--- config.mk ---
export PLATFORM = sky130hd
export DESIGN_NAME = vga_frame_scheduler
export DESIGN_NICKNAME = d
export VERILOG_FILES = /design/src/rtl/vga_frame_scheduler.sv
export SDC_FILE = /design/constraint.sdc
export NUM_CORES = 1
export LEC_CHECK = 0
export CORE_ASPECT_RATIO = 0.7
export CORE_MARGIN = 2
export CORE_UTILIZATION = 50
export DETAILED_ROUTE_END_ITERATION = 6
export HOLD_SLACK_MARGIN = 0.08
export MAX_ROUTING_LAYER = met4
export PLACE_DENSITY = 0.75
export SETUP_SLACK_MARGIN = 0.15
export SKIP_CTS_REPAIR_TIMING = 1
export SLEW_MARGIN = 40
export SYNTH_ARGS = -nofsm -noshare
export SYNTH_HDL_FRONTEND = slang
export SYNTH_SLANG_ARGS = --single-unit
--- constraint.sdc ---
create_clock -name i_CLK -period 3.82 [get_ports i_CLK]
set_input_delay 0.382 -clock i_CLK [delete_from_list [all_inputs] [get_ports i_CLK]]
set_output_delay 0.382 -clock i_CLK [all_outputs]
set_load 0.01 [all_outputs]
--- src/rtl/vga_frame_scheduler.sv ---
// VGA frame timing generator with a frame-boundary-synchronised pattern-mode register.
// Optional auto mode stepping is built when VGA_SCHED_AUTOCYCLE_EN is defined.
module vga_frame_scheduler #(
   parameter int   H_ACTIVE    = 640,
   parameter int   H_FP        = 16,
   parameter int   H_SYNC      = 96,
   parameter int   H_BP        = 48,
   parameter int   V_ACTIVE    = 480,
   parameter int   V_FP        = 10,
   parameter int   V_SYNC      = 2,
   parameter int   V_BP        = 33,
   parameter logic SYNC_POL    = 1'b0,
   parameter int   AUTO_FRAMES = 60
) (
   input  logic       i_CLK,
   input  logic       i_RST,
   input  logic       i_CFG_VALID,
   input  logic [7:0] i_CFG_DATA,
   output logic       o_CFG_READY,
   output logic       o_HSYNC,
   output logic       o_VSYNC,
   output logic       o_ACTIVE,
   output logic [9:0] o_X,
   output logic [9:0] o_Y,
   output logic       o_FRAME_START,
   output logic [7:0] o_MODE
);

   localparam logic [9:0] H_LAST = 10'(H_ACTIVE + H_FP + H_SYNC + H_BP - 1);
   localparam logic [9:0] V_LAST = 10'(V_ACTIVE + V_FP + V_SYNC + V_BP - 1);
   localparam logic [9:0] H_VIS  = 10'(H_ACTIVE);
   localparam logic [9:0] V_VIS  = 10'(V_ACTIVE);
   localparam logic [9:0] HS_BEG = 10'(H_ACTIVE + H_FP);
   localparam logic [9:0] HS_END = 10'(H_ACTIVE + H_FP + H_SYNC);
   localparam logic [9:0] VS_BEG = 10'(V_ACTIVE + V_FP);
   localparam logic [9:0] VS_END = 10'(V_ACTIVE + V_FP + V_SYNC);

   typedef enum logic {IDLE, PENDING} state_t;

   logic [9:0] h, v, h_nxt, v_nxt;
   logic       h_wrap, fb;
   state_t     state, state_nxt;
   logic [7:0] shadow;

   always_comb begin
      h_wrap = (h == H_LAST);
      fb     = h_wrap && (v == V_LAST);
      h_nxt  = h_wrap ? 10'd0 : h + 10'd1;
      v_nxt  = v;
      if (h_wrap) v_nxt = (v == V_LAST) ? 10'd0 : v + 10'd1;
   end

   // Decode from next-state counters so registered flags line up with o_X/o_Y.
   always_ff @(posedge i_CLK or posedge i_RST) begin
      if (i_RST) begin
         h             <= '0;
         v             <= '0;
         o_ACTIVE      <= 1'b1;
         o_FRAME_START <= 1'b1;
         o_HSYNC       <= ~SYNC_POL;
         o_VSYNC       <= ~SYNC_POL;
      end else begin
         h             <= h_nxt;
         v             <= v_nxt;
         o_ACTIVE      <= (h_nxt < H_VIS) && (v_nxt < V_VIS);
         o_FRAME_START <= (h_nxt == 10'd0) && (v_nxt == 10'd0);
         o_HSYNC       <= (h_nxt >= HS_BEG && h_nxt < HS_END) ? SYNC_POL : ~SYNC_POL;
         o_VSYNC       <= (v_nxt >= VS_BEG && v_nxt < VS_END) ? SYNC_POL : ~SYNC_POL;
      end
   end

   assign o_X = h;
   assign o_Y = v;

   always_ff @(posedge i_CLK or posedge i_RST) begin
      if (i_RST) state <= IDLE;
      else       state <= state_nxt;
   end

   always_comb begin
      state_nxt = state;
      case (state)
         IDLE:    if (i_CFG_VALID) state_nxt = PENDING;
         PENDING: if (fb)          state_nxt = IDLE;
         default: state_nxt = IDLE;
      endcase
   end

   always_comb begin
      o_CFG_READY = (state == IDLE);
   end

`ifdef VGA_SCHED_AUTOCYCLE_EN
   localparam int             FC_W    = $clog2(AUTO_FRAMES + 1);
   localparam logic [FC_W-1:0] FC_LAST = FC_W'(AUTO_FRAMES - 1);
   logic [FC_W-1:0] fc;
   logic            auto_step;

   // Only idle frame boundaries without a new offer count towards an auto step.
   assign auto_step = fb && (state == IDLE) && !i_CFG_VALID && (fc == FC_LAST);

   always_ff @(posedge i_CLK or posedge i_RST) begin
      if (i_RST) fc <= '0;
      else if (fb) begin
         if (state == PENDING)  fc <= '0;
         else if (!i_CFG_VALID) fc <= (fc == FC_LAST) ? '0 : fc + 1'b1;
      end
   end
`else
   logic auto_step;
   assign auto_step = 1'b0;
`endif

   always_ff @(posedge i_CLK or posedge i_RST) begin
      if (i_RST) begin
         shadow <= '0;
         o_MODE <= '0;
      end else begin
         if (state == IDLE && i_CFG_VALID) shadow <= i_CFG_DATA;
         if (state == PENDING && fb)       o_MODE <= shadow;
         else if (auto_step)               o_MODE <= o_MODE + 8'd1;
      end
   end

endmodule
Word-level counts from Yosys, hierarchy flattened --
Index checks and enable logic that the tools add are counted.
Operators by class: add/sub/neg operators 2, magnitude comparators 6, equal/unequal tests 2, mux-type cells 8, bitwise operators 1, reductions and logical operators 9
Operators by type and width (number):
- $mux W10 | 3
- $add A10 B1 Y10 const B | 2
- $eq A10 B10 Y1 const B | 2
- $logic_not A10 Y1 | 2
- $lt A10 B10 Y1 const B | 2
- $lt A10 B9 Y1 const B | 2
- $ge A10 B10 Y1 const B | 1
- $ge A10 B9 Y1 const B | 1
- $logic_and A1 B1 Y1 | 7
- $mux W1 | 4
- $pmux W1 S2 | 1
- $not A1 Y1 | 1
Storage, ports and cells: flip-flop bits (word level) 41, bits of input ports 11, output and inout bits 33, word-level logic and storage cells 37

Logic depth before layout (Yosys ltp) --
depth in word-level cells 6, depth in mapped cells 8, mapped depth without buffers 7

Least setup slack after synthesis --
No wires, ideal clock.
path kind register to register, start point register h[0] (netlist: o_X[0]), end point register o_FRAME_START, setup time 63 ps, arrival time 2015 ps, data required time 3757 ps, slack 1742 ps, stages on the path, launching flop included 9, buffers on the path 1, period minus slack after synthesis 2078 ps, cells stage by stage dfrtp_1 > ha_1 > nand4_4 > or3_1 > buf_6 > nor2_4 > a31oi_1 > nor4_1 > and4_1
Between the ends: longest elaborated chain between the ends 4, elaborated cells on any way between the ends 7, classes of those cells add/sub: 1; eq/ne: 1; mux: 2; reduce/logical: 3
RTL lines:
- from (decl) | RTL line 40 | logic [9:0] h, v, h_nxt, v_nxt;
- from (signal assigned) | RTL line 63 | h <= h_nxt;
- $add A10 B1 Y10 or $eq A10 B10 Y1 (tied branches) | RTL line 48, 46
- $mux W10, on equally long branches | RTL line 48, 50
- $logic_not A10 Y1 | RTL line 66 | o_FRAME_START <= (h_nxt == 10'd0) && (v_nxt == 10'd0);
- $logic_and A1 B1 Y1 * | RTL line 66
- to (signal assigned) | RTL line 66
- to (decl) | RTL line 25 | output logic o_FRAME_START,
Every way passes the cells marked *; elsewhere a longest branch is shown, timed or not. A chain may end at the register's enable or synchronous reset.

Worst setup path after layout --
start point register h[0] (netlist: o_X[0]), end point register o_VSYNC
Between the ends: longest elaborated chain between the ends 5, elaborated cells on any way between the ends 6, classes of those cells order compare: 2; eq/ne: 1; mux: 2; reduce/logical: 1
RTL lines:
- $eq A10 B10 Y1 * | RTL line 46 | h_wrap = (h == H_LAST);
- $mux W10 * | RTL line 50 | if (h_wrap) v_nxt = (v == V_LAST) ? 10'd0 : v + 10'd1;
- $ge A10 B9 Y1 or $lt A10 B9 Y1 (tied branches) | RTL line 68 | o_VSYNC <= (v_nxt >= VS_BEG && v_nxt < VS_END) ? SYNC_POL : ~SYNC_POL;
- $logic_and A1 B1 Y1 * | RTL line 68
- $mux W1 * | RTL line 68
- to (signal assigned) | RTL line 61 | o_VSYNC <= ~SYNC_POL;
- to (signal assigned) | RTL line 68
- to (decl) | RTL line 21 | output logic o_VSYNC,
Marked as above.

==> run summary <==
Max incr delay on CP: 0.44 ns
Clock Tree Buf Depth: 2
Clk_skew: 0.00363 ns
DRC viols: 0
Via count: 1618
Reg2reg start: o_X[0]
Synth top area cells: dfrtp_1, mux2_2, dfstp_2, xnor2_1, nand2_1
DRT Pass-1 Iters: 4
Antenna diodes: 0
CTS tree: yes
Sequential cell area: 1030 um2
Largest net degree at the start of global routing: 42
PortBufs: 43
Critical Path AT: 2.60 ns
CP cell instances: ha_1, nand4_4, nor3_1, buf_4, nand3_1, o21ai_0, o2bb2ai_1, nand4bb_1
VDD IR-drop max: 201 uV
GRT overflow: 0
Nets: 247
DR WL/cell: 16.3 um
Fin Setup TNS: 0 ns
Reg2Reg Setup Slack: 1.42 ns
Clk Latency, worst-skew pair: 0.29 ns
RSZ-0062 raised after global routing: no
Core area: 3950 um2
Worst slew pin tran: 0.773 ns
Die Y: 57.7 um
Setup ws final: 1.42 ns
First-pass GRT wire length: 7650 um
Clk sinks: 41
Hold Fails Final Rpt: 0
Final Wtd Congestion: 0.929
Leak: 1.10 nW
# setup viols final: 0
CP Class: reg -> reg
PD cells: 290 nW/um2
Critical Path Start Type: flip-flop
Critical-path top delay cell: dfrtp_1
Final wirelength: 4670 um
Max cap viols: 0
GRT Util Overall: 0.229
Worst Path Required: 4.03 ns
H-tree lvl count: 2
Async SR Flop Fraction: 1.00
CTS buffer count: 5
Post-Place Setup Slack: 1.52 ns
Area grow syn2layout: 26.6%
Io pins: 44
Starting Density: 0.521
Register area share after synthesis: 0.501
Tmin final: 2.40 ns
Top-area cell type share of the netlist area: 0.450
Main synth FF type: dfrtp_1
FP Rows: 19
Mapped Cells: 189
Depth of the worst register-to-register path: 8
Routed Antenna Nets: 0
Yosys warning count: 0
HP Class: reg -> reg
Area of the multi-input gates: 947 um2
CP max FO: 10
DRT iter0 DRCs: 134
Final Cycle Share: 0.628
Status: complete, no violations
Synth Register Bits: 41
Fill count: 329
Max Clock Freq: 417 MHz
Post-synth cell types: 43
Hold path start: o_MODE[0]
Post-synthesis cell area: 2060 um2
Area leader, netlist: dfrtp_1
Hold path depth: 1
Initial antenna violation count: 0
Area of the die: 4650 um2
Share of cells above drive strength 1: 0.154
Die width: 80.7 um
Crit end category: flip-flop
Worst rel slew slack: 0.483
CP Launch Point: o_X[0]
Post-synth EDFFs: 0
Post-DP HPWL: 3420 um
Mean Syn Cell Area: 10.9 um2
Vias in the first global route: 1539
Pins Over Slew Limit: 0
Vias/cell: 5.66
CTS root buffer: clkbuf_8
Syn Nets: 203
Clock transition at path regs: 0.08 ns
Hold slack: 0.507 ns
## state kept, by name, summed over array words and instances (netlist names)
signal         cells
o_FRAME_START      1
o_Y               10
o_ACTIVE           1
state              1
o_X               10
o_HSYNC            1
shadow             8
o_MODE             8
o_VSYNC            1
## worst max-delay path: cells and delay by family, from the launching register on
kind	cells	cell delay (ns)
DFF	1	0.44
and+or+nand+nor	4	0.89
adders and majority gates	1	0.35
AOI/OAI and AO/OA	2	0.36
buffers and inverters	1	0.26
## synth_stat cells, types with 2 or more instances
master and instances:
dfrtp_1 37, mux2_2 16, nand2_1 16, nor2_1 11, o21ai_0 11, nand3_1 10, inv_1 9, xnor2_1 8
a21oi_1 6, buf_2 6, nand4_1 6, nor3_1 6, dfstp_2 4, nor4_1 4, ha_1 3, xor2_1 3
a31oi_1 2, and4_1 2, nor2b_1 2, o211ai_1 2, o2bb2ai_1 2, or3_1 2
## cell type report
| class | count | area share |
|---|---|---|
| clock inverters | 2 | 0.00384 |
| flip-flops and latches | 41 | 0.396 |
| clock buffers | 6 | 0.0279 |
| well taps | 52 | 0.0250 |
| inverters | 9 | 0.0130 |
| repair buffers | 45 | 0.171 |
| multi-input cells | 131 | 0.364 |
## stage by stage
stage                     instance area, um2  utilization  instances  power, mW
after global placement                  2520        0.639        278      0.487
after detailed placement                2520        0.639        278      0.490
after global routing                    2610        0.660        286      0.790
after CTS                               2610        0.660        286      0.759
final                                   2610        0.660        286      0.755
after floorplan                         2060            -        189      0.473
## placed cells by master, fill, tap and decap left out, types with 3 or more instances in the layout
cell,instances
nor4_1,4
clkdlybuf4s50_1,43
xor2_1,3
nor2_1,11
nand4_1,6
inv_1,9
o21ai_0,11
a21oi_1,6
nor3_1,6
dfrtp_1,37
xnor2_1,8
clkbuf_8,5
nand2_1,16
dfstp_2,4
ha_1,3
nand3_1,10
mux2_2,16
## routing by layer
metal / up-vias / part of all wire / track usage / wire (um)
li1: 766 / - / - / -
met1: 807 / 0.49 / 0.338 / 2280
met2: 38 / 0.45 / 0.313 / 2110
met3: 7 / 0.044 / 0.0483 / 207
met4: 0 / 0.015 / 0.0872 / 72
met5: - / 0 / - / 0
## where the power goes
group	internal, mW	switching [mW]
logic	0.0176	0.0122
registers	0.445	0.00546
clock network	0.127	0.148
total	0.589	0.166
## path summary, 6_finish.rpt
| path | to |
|---|---|
| min | o_MODE[0] |
| min reg2reg | o_MODE[0] |
| min in group asynchronous | o_MODE[0] |
| max in group asynchronous | o_ACTIVE |
| max reg2reg | o_VSYNC |
| max | o_VSYNC |
## logic make-up after synthesis
kind of cell | count (synthesis) | share of synthesized area
compound gates | 31 | 0.0955
buf+inv | 17 | 0.0383
xor+xnor | 12 | 0.0548
simple gates | 69 | 0.204
mux | 16 | 0.0876
fa+ha+maj | 3 | 0.0183
flops | 41 | 0.501
No activity file was read; power rests on OpenSTA's default activity.
